## config.mk

```make
export PLATFORM = sky130hd
export DESIGN_NAME = sig_filter_bank
export DESIGN_NICKNAME = d
export VERILOG_FILES = /design/src/rtl/sig_filter_bank.sv
export SDC_FILE = /design/constraint.sdc
export NUM_CORES = 1
export LEC_CHECK = 0
export BUFFER_PORTS_ARGS = -buffer_cell sky130_fd_sc_hd__buf_2
export CAP_MARGIN = 30
export CORE_MARGIN = 8
export CORE_UTILIZATION = 54
export CTS_CLUSTER_SIZE = 12
export DETAILED_ROUTE_END_ITERATION = 12
export GPL_TIMING_DRIVEN = 0
export MAX_ROUTING_LAYER = met4
export PLACE_DENSITY = 0.76
export SKIP_LAST_GASP = 1
export SLEW_MARGIN = 20
export SYNTH_ARGS = -nofsm -noshare
export SYNTH_HDL_FRONTEND = slang
export SYNTH_SLANG_ARGS = --single-unit
```

## constraint.sdc

```tcl
create_clock -name clk -period 1.5 [get_ports clk]
set_input_delay 0.075 -clock clk [delete_from_list [all_inputs] [get_ports clk]]
set_output_delay 0.075 -clock clk [all_outputs]
set_load 0.01 [all_outputs]
```

## src/rtl/sig_filter_bank.sv

```systemverilog
// Multi-channel input conditioner: synchroniser, stable-count glitch filter and rise/fall strobes per channel.
// Optional sticky event flags with irq are present when SIG_FILTER_STICKY_EN is defined.
module sig_filter_bank #(
   parameter int   CHANNELS    = 4,
   parameter int   SYNC_STAGES = 2,
   parameter int   STABLE_CNT  = 8,
   parameter logic INIT_LEVEL  = 1'b1
) (
   input  logic                clk,
   input  logic                rst,
   input  logic [CHANNELS-1:0] sig_in,
   output logic [CHANNELS-1:0] sig_out,
   output logic [CHANNELS-1:0] rise,
   output logic [CHANNELS-1:0] fall,
   output logic                changed
`ifdef SIG_FILTER_STICKY_EN
   ,
   input  logic [CHANNELS-1:0] evt_clr,
   output logic [CHANNELS-1:0] evt_flag,
   output logic                irq
`endif
);

   localparam int CNT_W = $clog2(STABLE_CNT + 1);
   localparam logic [CNT_W-1:0] CNT_LAST = CNT_W'(STABLE_CNT - 1);

   logic [SYNC_STAGES-1:0] sync_reg [CHANNELS];
   logic [CNT_W-1:0]       cnt_reg  [CHANNELS];
   logic [CNT_W-1:0]       cnt_next [CHANNELS];

   logic [CHANNELS-1:0] sig_out_reg;
   logic [CHANNELS-1:0] rise_reg;
   logic [CHANNELS-1:0] fall_reg;
   logic                changed_reg;

   logic [CHANNELS-1:0] sync_last;
   logic [CHANNELS-1:0] differs;
   logic [CHANNELS-1:0] accept;

   // A channel accepts its new level on the edge where the count has already reached STABLE_CNT-1.
   for (genvar gi = 0; gi < CHANNELS; gi++) begin : g_chan
      assign sync_last[gi] = sync_reg[gi][SYNC_STAGES-1];
      assign differs[gi]   = sync_last[gi] ^ sig_out_reg[gi];
      assign accept[gi]    = differs[gi] && (cnt_reg[gi] == CNT_LAST);
      assign cnt_next[gi]  = (!differs[gi] || accept[gi]) ? '0 : cnt_reg[gi] + CNT_W'(1);
   end

   always_ff @(posedge clk) begin
      if (rst) begin
         for (int i = 0; i < CHANNELS; i++) begin
            sync_reg[i] <= {SYNC_STAGES{INIT_LEVEL}};
            cnt_reg[i]  <= '0;
         end
         sig_out_reg <= {CHANNELS{INIT_LEVEL}};
         rise_reg    <= '0;
         fall_reg    <= '0;
         changed_reg <= 1'b0;
      end else begin
         for (int i = 0; i < CHANNELS; i++) begin
            sync_reg[i] <= {sync_reg[i][SYNC_STAGES-2:0], sig_in[i]};
            cnt_reg[i]  <= cnt_next[i];
         end
         sig_out_reg <= sig_out_reg ^ accept;
         rise_reg    <= accept & sync_last;
         fall_reg    <= accept & ~sync_last;
         changed_reg <= |accept;
      end
   end

   assign sig_out = sig_out_reg;
   assign rise    = rise_reg;
   assign fall    = fall_reg;
   assign changed = changed_reg;

`ifdef SIG_FILTER_STICKY_EN
   logic [CHANNELS-1:0] evt_flag_reg;
   logic [CHANNELS-1:0] evt_flag_next;
   logic                irq_reg;

   // Strobe set takes priority over a clear arriving on the same edge.
   assign evt_flag_next = (evt_flag_reg & ~evt_clr) | rise_reg | fall_reg;

   always_ff @(posedge clk) begin
      if (rst) begin
         evt_flag_reg <= '0;
         irq_reg      <= 1'b0;
      end else begin
         evt_flag_reg <= evt_flag_next;
         irq_reg      <= |evt_flag_next;
      end
   end

   assign evt_flag = evt_flag_reg;
   assign irq      = irq_reg;
`endif

endmodule
```

==> results by stage, run 1 <==
Synth:
- The post-synthesis instance area is 1290 sq um.
- A synthesized cell averages 10.8 sq um.
- The share of the Yosys chip area taken by registers is 0.575.
- Counting flops and latches in the post-synthesis netlist gives 37.
- The synthesis warning total is 0.
- The total nets after synthesis is 129.
- The biggest area contributor in the post-synthesis netlist is dfxtp_1.
- By area the synthesized netlist is led by dfxtp_1 58%, xnor2_1 6.1%, nor4b_1 5.4%.
- After technology mapping, the gate count stands at 119.
- The number of distinct library cell variants in the gate-level netlist after synthesis is 17.
- Of the post-synthesis cell area, the dominant cell type holds 0.575.

Clock network:
- The post-CTS setup-driven buffer insertion count is 0.
- Counting the buffers created by CTS gives 5.
- The clock net sink count is 37.
- The number of H-tree levels is 2.
- Counting along the longest clock path gives a buffer depth of 2.
- The library cell used as clock root buffer is clkbuf_4.
- The TritonCTS clock tree is done.
- The clock-pin slew on the worst setup and hold paths is 100 ps.
- Clock latency on the worst-skew pair, taken at its later pin, is 330 ps.

GRT:
- The initial antenna violation count is 0.
- The maximum number of pins on one net before global-route repair is 12.
- The total routing resource utilization after global routing is 0.120.
- The remaining global-route overflow is 0.
- The number of global-route vias before repair came to 960.
- The first global-routing pass estimated 3.88 mm of wire.

Outcome:
- The run finished with clean final reports.

Route:
- In the detailed route, the total length drawn on met2 is 1.01 mm.
- The remaining design rule violation count is 0.
- The met1 layer wirelength in the final routing is 962 um.
- The highest routed metal layer is met4.
- The number of vias in the routed layout is 900.
- For this block, the routed nets add up to 2.11 mm of wire.
- The detail route stage leaves a number of antenna-violating nets equal to 0.
- The detailed-routing iteration count for the pre-antenna-repair pass is 4.
- The post-detailed-route via-to-cell ratio is 5.08.
- In the detailed route, the total length drawn on met3 is 108 um.
- The routed wire length per instance is 11.9 um.
- For this block, the initial DRC count from the detailed router was 16.

Critical path:
- In this run the critical register-to-register path is captured at fall[1]$_SDFF_PP0_.
- The number of cells on the worst reg-to-reg path is 3.
- The first element of the critical path is cnt_reg[1][0]$_SDFF_PP0_.
- Setup slack on the worst reg-to-reg path comes out at 270 ps.
- The startpoint-to-endpoint class of the critical path is flop to flop.
- The worst setup path is launched from a flop.
- The largest fanout of any net on the critical path is 5.
- For the worst setup path, the data arrival time is 1440 ps.
- The data required time at the worst endpoint is 1710 ps.
- The startpoint identified for the worst register-to-register timing path is cnt_reg[1][0]$_SDFF_PP0_.
- STA classifies the critical path endpoint as a flop.

Min path:
- The path category of the worst min-delay check is input pin to flop.
- For hold timing, the worst endpoint is cnt_reg[0][1]$_SDFF_PP0_.
- The worst hold path stage count is 3.
- The worst min-delay path startpoint is rst.

Pwr:
- The cell area power density is 1020 nW/um^2.
- Overall power consumption after layout is estimated at 1.54 mW.
- Of the total power, the share spent switching nets is 0.220.
- The share of total power dissipated in sequential elements is 0.652.
- For this design the total switching power over the nets is 0.340 mW.
- The part of the total power dissipated in the clock network is 0.315.
- The combinational power share is 0.033.
- The internal power component is 1.20 mW.
- In this run the static leakage power is 0.614 nW.
- The maximum resistive drop on vdd is 0.774 mV.

Die:
- The die covers 4200 sq um.
- 19 I/O pins were placed.
- The area of the placeable core is 2230 sq um.
- Measured along the y axis, the die boundary spans 64.8 um.
- The die boundary width is 64.8 um.
- For this configuration, the core starts out at a cell density of 0.576.
- The cell row count is 17.

Final layout:
- Once layout is complete, the utilization of the core stands at 0.673.
- The fraction of layout instances using a drive strength above 1 is 0.228.
- The number of standard cells in the final layout excluding fillers is 177.
- The final cell area excluding filler cells is 1500 sq um.
- The total area of sequential cells is 741 sq um.
- The final layout contains 158 nets.
- Summing all multi-input logic gate instances after layout gives 517 sq um.
- After filler insertion, the fill cell instance count of the layout stands at 185.
- The area added between synthesis and finish is 16.8%.
- 0 antenna diodes ended up in the layout.

Timing:
- The final worst clock skew is 6.22 ps.
- The clock period could shrink to 1230 ps.
- Setup violations remaining at the end of the flow were counted as 0.
- The max-slew violation count was 0.
- In this run the tightest slew margin relative to its limit is 0.695.
- The fraction of the cycle the final worst path needs is 0.817.
- The final-layout setup total negative slack is 0 ps.
- The actual slew at the worst max-slew pin is 458 ps.
- Setup repair after global routing left no endpoint under its margin.
- The final hold violation count is 0.
- Static timing analysis puts the maximum clock frequency at 0.816 GHz.

Placed design:
- Summing all placed instances gives a cell area of 1410 sq um.
- The routability-driven placement congestion ratio is 0.782.
- The count of buffers inserted at the top-level ports is 18.
- The HPWL after detailed placement is 1.55 mm.
- The number of placed instances, taps included, is 165.

Run:
- The max capacitance violation total is 0.
==> layout make-up <==
type	instances	area share
Timing Repair Buffer	22	0.0865
Tap cell	28	0.0233
Sequential cell	37	0.493
Clock inverter	2	0.00666
Multi-Input combinational cell	74	0.344
Clock buffer	6	0.0275
Inverter	6	0.0150
Buffer	2	0.00499
==> layer usage <==
metal / up-vias / track usage
met5: - / -
met4: 0 / 0.0627
met3: 6 / 0.0533
met2: 18 / 0.190
met1: 422 / 0.123
li1: 454 / -
==> through the flow <==
stage / worst slack, ps / hold WS (ps)
finish: 274 / 69.3
detailed placement: 313 / 259
CTS: 297 / 58.4
global placement: 354 / 258
global route: 172 / 62.7
floorplan: 410 / 179
==> timing repair <==
action,in CTS,in global routing
hold buffers,4,0
gates resized for setup,0,0
endpoints found under the hold margin,4,0
==> power groups by stage <==
stage               Sequential [mW]  Clock, mW  Combinational, mW
floorplan                      1.03          0             0.0295
global placement               1.03          0             0.0406
detailed placement             1.03          0             0.0428
CTS                            1.00      0.497             0.0508
global route                   1.01      0.547             0.0574
finish                         1.00      0.486             0.0501
==> worst max-delay path: stages, from the launching register on <==
cell	delay, ps
dfxtp_1	370
ha_1	190
nand3b_1	200
nor4b_1	360
==> cells by family after synthesis <==
| group | count (synthesis) | share of synthesized area |
|---|---|---|
| simple gates | 47 | 0.205 |
| xor+xnor | 15 | 0.102 |
| mux | 4 | 0.0311 |
| buf+inv | 8 | 0.0233 |
| compound gates | 4 | 0.0243 |
| flops | 37 | 0.575 |
| fa+ha+maj | 4 | 0.0389 |
==> cell usage in the layout, fill, tap and decap left out, drive strengths merged <==
cell         Yosys  final
a311o            1      1
buf              0     18
clkbuf           2      8
clkinv           0      2
dfxtp           37     37
dlygate4sd3      0      4
ha               4      4
inv              6      6
mux2i            4      4
nand2            4      4
nand3            7      7
nand3b           4      4
nor2            13     13
nor3             3      3
nor4b            8      8
o21a             1      1
o22ai            2      2
or2              8      8
xnor2            9      9
xor2             6      6
==> worst max path at each step <==
stage,end,slack (ps)
global placement,changed$_SDFF_PP0_,350
finish,fall[1]$_SDFF_PP0_,270
floorplan,cnt_reg[0][2]$_SDFF_PP0_,410
global route,fall[1]$_SDFF_PP0_,170
detailed placement,changed$_SDFF_PP0_,310
CTS,changed$_SDFF_PP0_,300
==> cells in the mapped netlist <==
master / n
nand2_1: 4
clkbuf_1: 2
or2_2: 8
inv_1: 6
nor3_1: 3
o21a_1: 1
nand3_1: 7
ha_1: 4
a311o_2: 1
xnor2_1: 9
nand3b_1: 4
o22ai_1: 2
nor2_1: 13
nor4b_1: 8
xor2_1: 6
mux2i_1: 4
dfxtp_1: 37
Note: power is estimated with default switching activity, not from simulation.
==> run 2, diff against run 1 <==
ABC_AREA = 1   (was default)
clock period = 1.2 ns   (was 1.5 ns; I/O delays follow)
==> run 2 against run 1 <==
Effect of this change:
- non-clock buffer count shrank 1
- area after synthesis grew 6.7%
- global-route usage grew 0.19 points
==> results by stage, run 2 <==
Outcome:
- The flow ran to the end, and the final reports show no timing, DRC or antenna violations.

Final layout:
- The count of nets after finishing is 186.
- The most common cell after layout, fill and taps aside is dfxtp_1.
- The fraction of layout instances using a drive strength above 1 is 0.318.
- Summing all non-filler instances in the final layout gives an area of 1590 sq um.
- 0 antenna diodes ended up in the layout.
- The area growth from synthesis to layout is 15.9%.
- The final core utilization is 0.649.
- The number of fillers in the final layout is 213.
- In the layout the commonest cells are 36 x dfxtp_1, 19 x inv_1, 18 x buf_2, 18 x nand2_1, 18 x nor2_1.

Die:
- The initial core utilization is 0.560.
- The area of the die is 4410 sq um.
- The cell row count is 18.
- The area of the placeable core is 2450 sq um.
- The die height is 66.4 um.
- Pin placement for this block handled 19 I/O pins.
- The floorplan step set the die width to 66.4 um.

GRT:
- The global-route wire length before repair is 3.94 mm.
- For this run, the total global-route usage over all layers was measured as 0.122.
- The initial antenna violation count is 0.
- The number of global-route vias before repair was 1,008.
- Global routing finished with a remaining overflow of 0.
- The maximum number of pins on one net before global-route repair is 11.

Pwr:
- Power spread over the standard cell area amounts to 1230 nW/um^2.
- The internal power component is 1.55 mW.
- The leakage power summed over all cells is 0.748 nW.
- The switching component of the power is 0.405 mW.
- Of the total power, the clock network draws 0.325.
- The net switching fraction of the power is 0.207.
- The share of total power dissipated in combinational logic is 0.035.
- The share of total power dissipated in sequential elements is 0.639.
- After layout, the design draws a total of 1.96 mW.
- The maximum resistive drop on vdd is 0.874 mV.

Synth:
- The commonest cells after synthesis are 37 x dfxtp_1, 19 x inv_1, 18 x nand2_1, 18 x nor2_1, 8 x or2_2.
- In this run the cell area of the synthesized design comes to 1370 sq um.
- Counting flops with a built-in enable in the synthesized netlist gives 0.
- The mean post-synth cell area is 9.28 sq um.
- The synthesized netlist contains 20 unique library cells.
- The number of nets handed over by synthesis was 158.
- The portion of synthesized cell area occupied by the leading cell type is 0.539.
- Among all flip-flop cells after synthesis, the most frequent one is dfxtp_1.
- Ranked by total cell area, the synthesized netlist is headed by dfxtp_1 54%, inv_1 5.2%, nand2_1 4.9%.
- The flip-flop and latch count after synthesis is 37.
- The cell taking the most area after synthesis is dfxtp_1.
- The synthesis warning total is 0.
- Of all flip-flops after synthesis, the portion carrying an async set or reset was 0.
- The post-synthesis instance total is 148.
- In the post-synthesis netlist, the cell with the most instances is dfxtp_1.
- The share of the Yosys chip area taken by registers is 0.539.

Timing:
- The actual slew at the worst max-slew pin is 185 ps.
- The fraction of the cycle the final worst path needs is 0.924.
- The final worst clock skew is 7.19 ps.
- The post-route minimum period is 1110 ps.
- Summed over all failing endpoints, the final setup total negative slack is 0 ps.
- Setup violations remaining at the end of the flow were counted as 0.
- The final hold violation count was 0.
- The minimum hold slack is 48.8 ps.
- The fmax is 0.902 GHz.
- The max-slew violation count was 0.
- Setup repair after global routing left no endpoint under its margin.
- The headroom to the max-slew limit is 0.876.

Route:
- The highest routed metal layer is met4.
- Dividing the detail-routed wire length by the instance count gives 10.5 um.
- After detailed routing, the wire length on met1 is 875 um.
- Summed over all nets, wire length on met2 after detailed routing comes to 1.10 mm.
- The met3 routed wirelength is 116 um.
- The number of design-rule violations left by the first detailed-router iteration is 26.
- Before antenna repair, the detailed router went through 2 iterations.
- The total wire length after detailed routing is 2.16 mm.
- Across all layers, the routed design uses 965 vias.
- The post-detailed-route via-to-cell ratio is 4.68.
- Once detail routing completed, the nets flagged for antenna violations numbered 0.
- For this run, design rule violations remaining after detail routing come to 0.

Clock network:
- After clock tree synthesis, the clock-pin slew on the worst setup and hold paths is 100 ps.
- The H-tree was split into 2 levels.
- The maximum clock insertion buffer count is 2.
- The library cell used as clock root buffer is clkbuf_4.
- TritonCTS built the clock tree.
- TritonCTS created 5 clock buffers.
- The worst-skew pair later-pin latency is 330 ps.
- The tree built by TritonCTS fans out to 37 sinks.

Placed design:
- During placement, the flow inserted port buffers numbering 17.
- Detailed placement finished with a half-perimeter wire length of 1.66 mm.
- The post-placement cell area is 1500 sq um.
- The routability-driven placement congestion ratio is 0.700.

Critical path:
- The signal on the critical path passes through ha_1 -> nand2_2 -> nor2_4 -> inv_1 -> nand3_2 -> nor2_1.
- Data on the critical path is required at its endpoint by 1430 ps.
- The kind of cell adding the most delay to the critical path is simple AND/OR/NAND/NOR gates.
- In this design, the stage delay of the slowest critical-path cell is 360 ps.
- The buffers plus inverters on the worst setup path is 1.
- STA puts the critical path data arrival time at 1340 ps.
- The largest fanout of any net on the critical path is 4.
- The capturing element type of the critical path is a flop.
- The cell at the slowest stage of the critical path is dfxtp_1.
- The kind of start point of the critical path is a flop.
- The startpoint-to-endpoint class of the critical path is flop to flop.

Min path:
- The path category of the worst min-delay check is input pin to flop.

Run:
- The max capacitance violation total is 0.
## run 2: cell types whose count changed after synthesis, sizes merged, moves of 3 or more
cell | previous run | this run
nor3 | 3 | 12
nand3b | 4 | 0
nand2 | 4 | 25
nor4b | 8 | 0
nor2 | 13 | 22
o211ai | 0 | 3
mux2i | 4 | 0
inv | 6 | 20
xnor2 | 9 | 0
## run 2: kinds of logic after synthesis
logic type	Yosys count	synth area share
xor gates and xnor gates	4	0.0255
and+or+nand+nor	75	0.305
AOI/OAI and AO/OA	5	0.0237
DFF	37	0.539
buffers and inverters	23	0.0701
adders and majority gates	4	0.0364
## run 2: worst register-to-register path, cell delays in order, from the launching register on
cell,delay (ps)
dfxtp_1,360
ha_1,190
nand2_2,80
nor2_4,120
inv_1,90
nand3_2,110
nor2_1,60
## run 2: power groups by stage
stage | Combinational, mW | Sequential (mW) | Clock (mW)
finish | 0.0688 | 1.25 | 0.638
global route | 0.0770 | 1.25 | 0.731
CTS | 0.0694 | 1.25 | 0.670
detailed placement | 0.0596 | 1.28 | 0
global placement | 0.0560 | 1.28 | 0
floorplan | 0.0449 | 1.28 | 0
## run 2: final cells by class
type / count / area (sq um) / area share
sequential: 37 / 742 / 0.466
multi-input combinational: 88 / 537 / 0.337
tap: 30 / 37.5 / 0.0236
inverter: 21 / 80.1 / 0.0503
buffer: 2 / 16.3 / 0.0102
clock buffer: 7 / 55.1 / 0.0346
timing repair buffer: 21 / 125 / 0.0786
## run 2: metal layers
layer  GRT usage  vias up
met2       0.210       18
met4      0.0907        0
met3      0.0441        7
li1            -      514
met5           -        -
met1       0.106      426
## run 2: path summary, 6_finish.rpt
path / start / endpoint / slack (ps) / cells past startpoint
worst min register to register: sync_reg[0][0]$_SDFF_PP1_ / sync_reg[0][1]$_SDFF_PP1_ / 410 / 1
worst max register to register: cnt_reg[3][0]$_SDFF_PP0_ / cnt_reg[3][3]$_SDFF_PP0_ / 90 / 6
worst max-delay path: cnt_reg[3][0]$_SDFF_PP0_ / cnt_reg[3][3]$_SDFF_PP0_ / 90 / 6
worst min-delay path: rst / sync_reg[0][1]$_SDFF_PP1_ / 50 / 2
## run 2: metrics by stage
step	setup slack [ps]	instances
after CTS	89.0	206
after floorplan	196	148
after global routing	9.61	206
after detailed placement	103	195
after global placement	145	195
final	91.2	206
## run 2: repair_timing
action | 4_1_cts | 5_1_grt
setup endpoints to repair | 0 | 1
buffers inserted | 0 | 0
gates resized for setup | 0 | 1
hold buffers | 4 | 0
hold endpoints to repair | 4 | 0
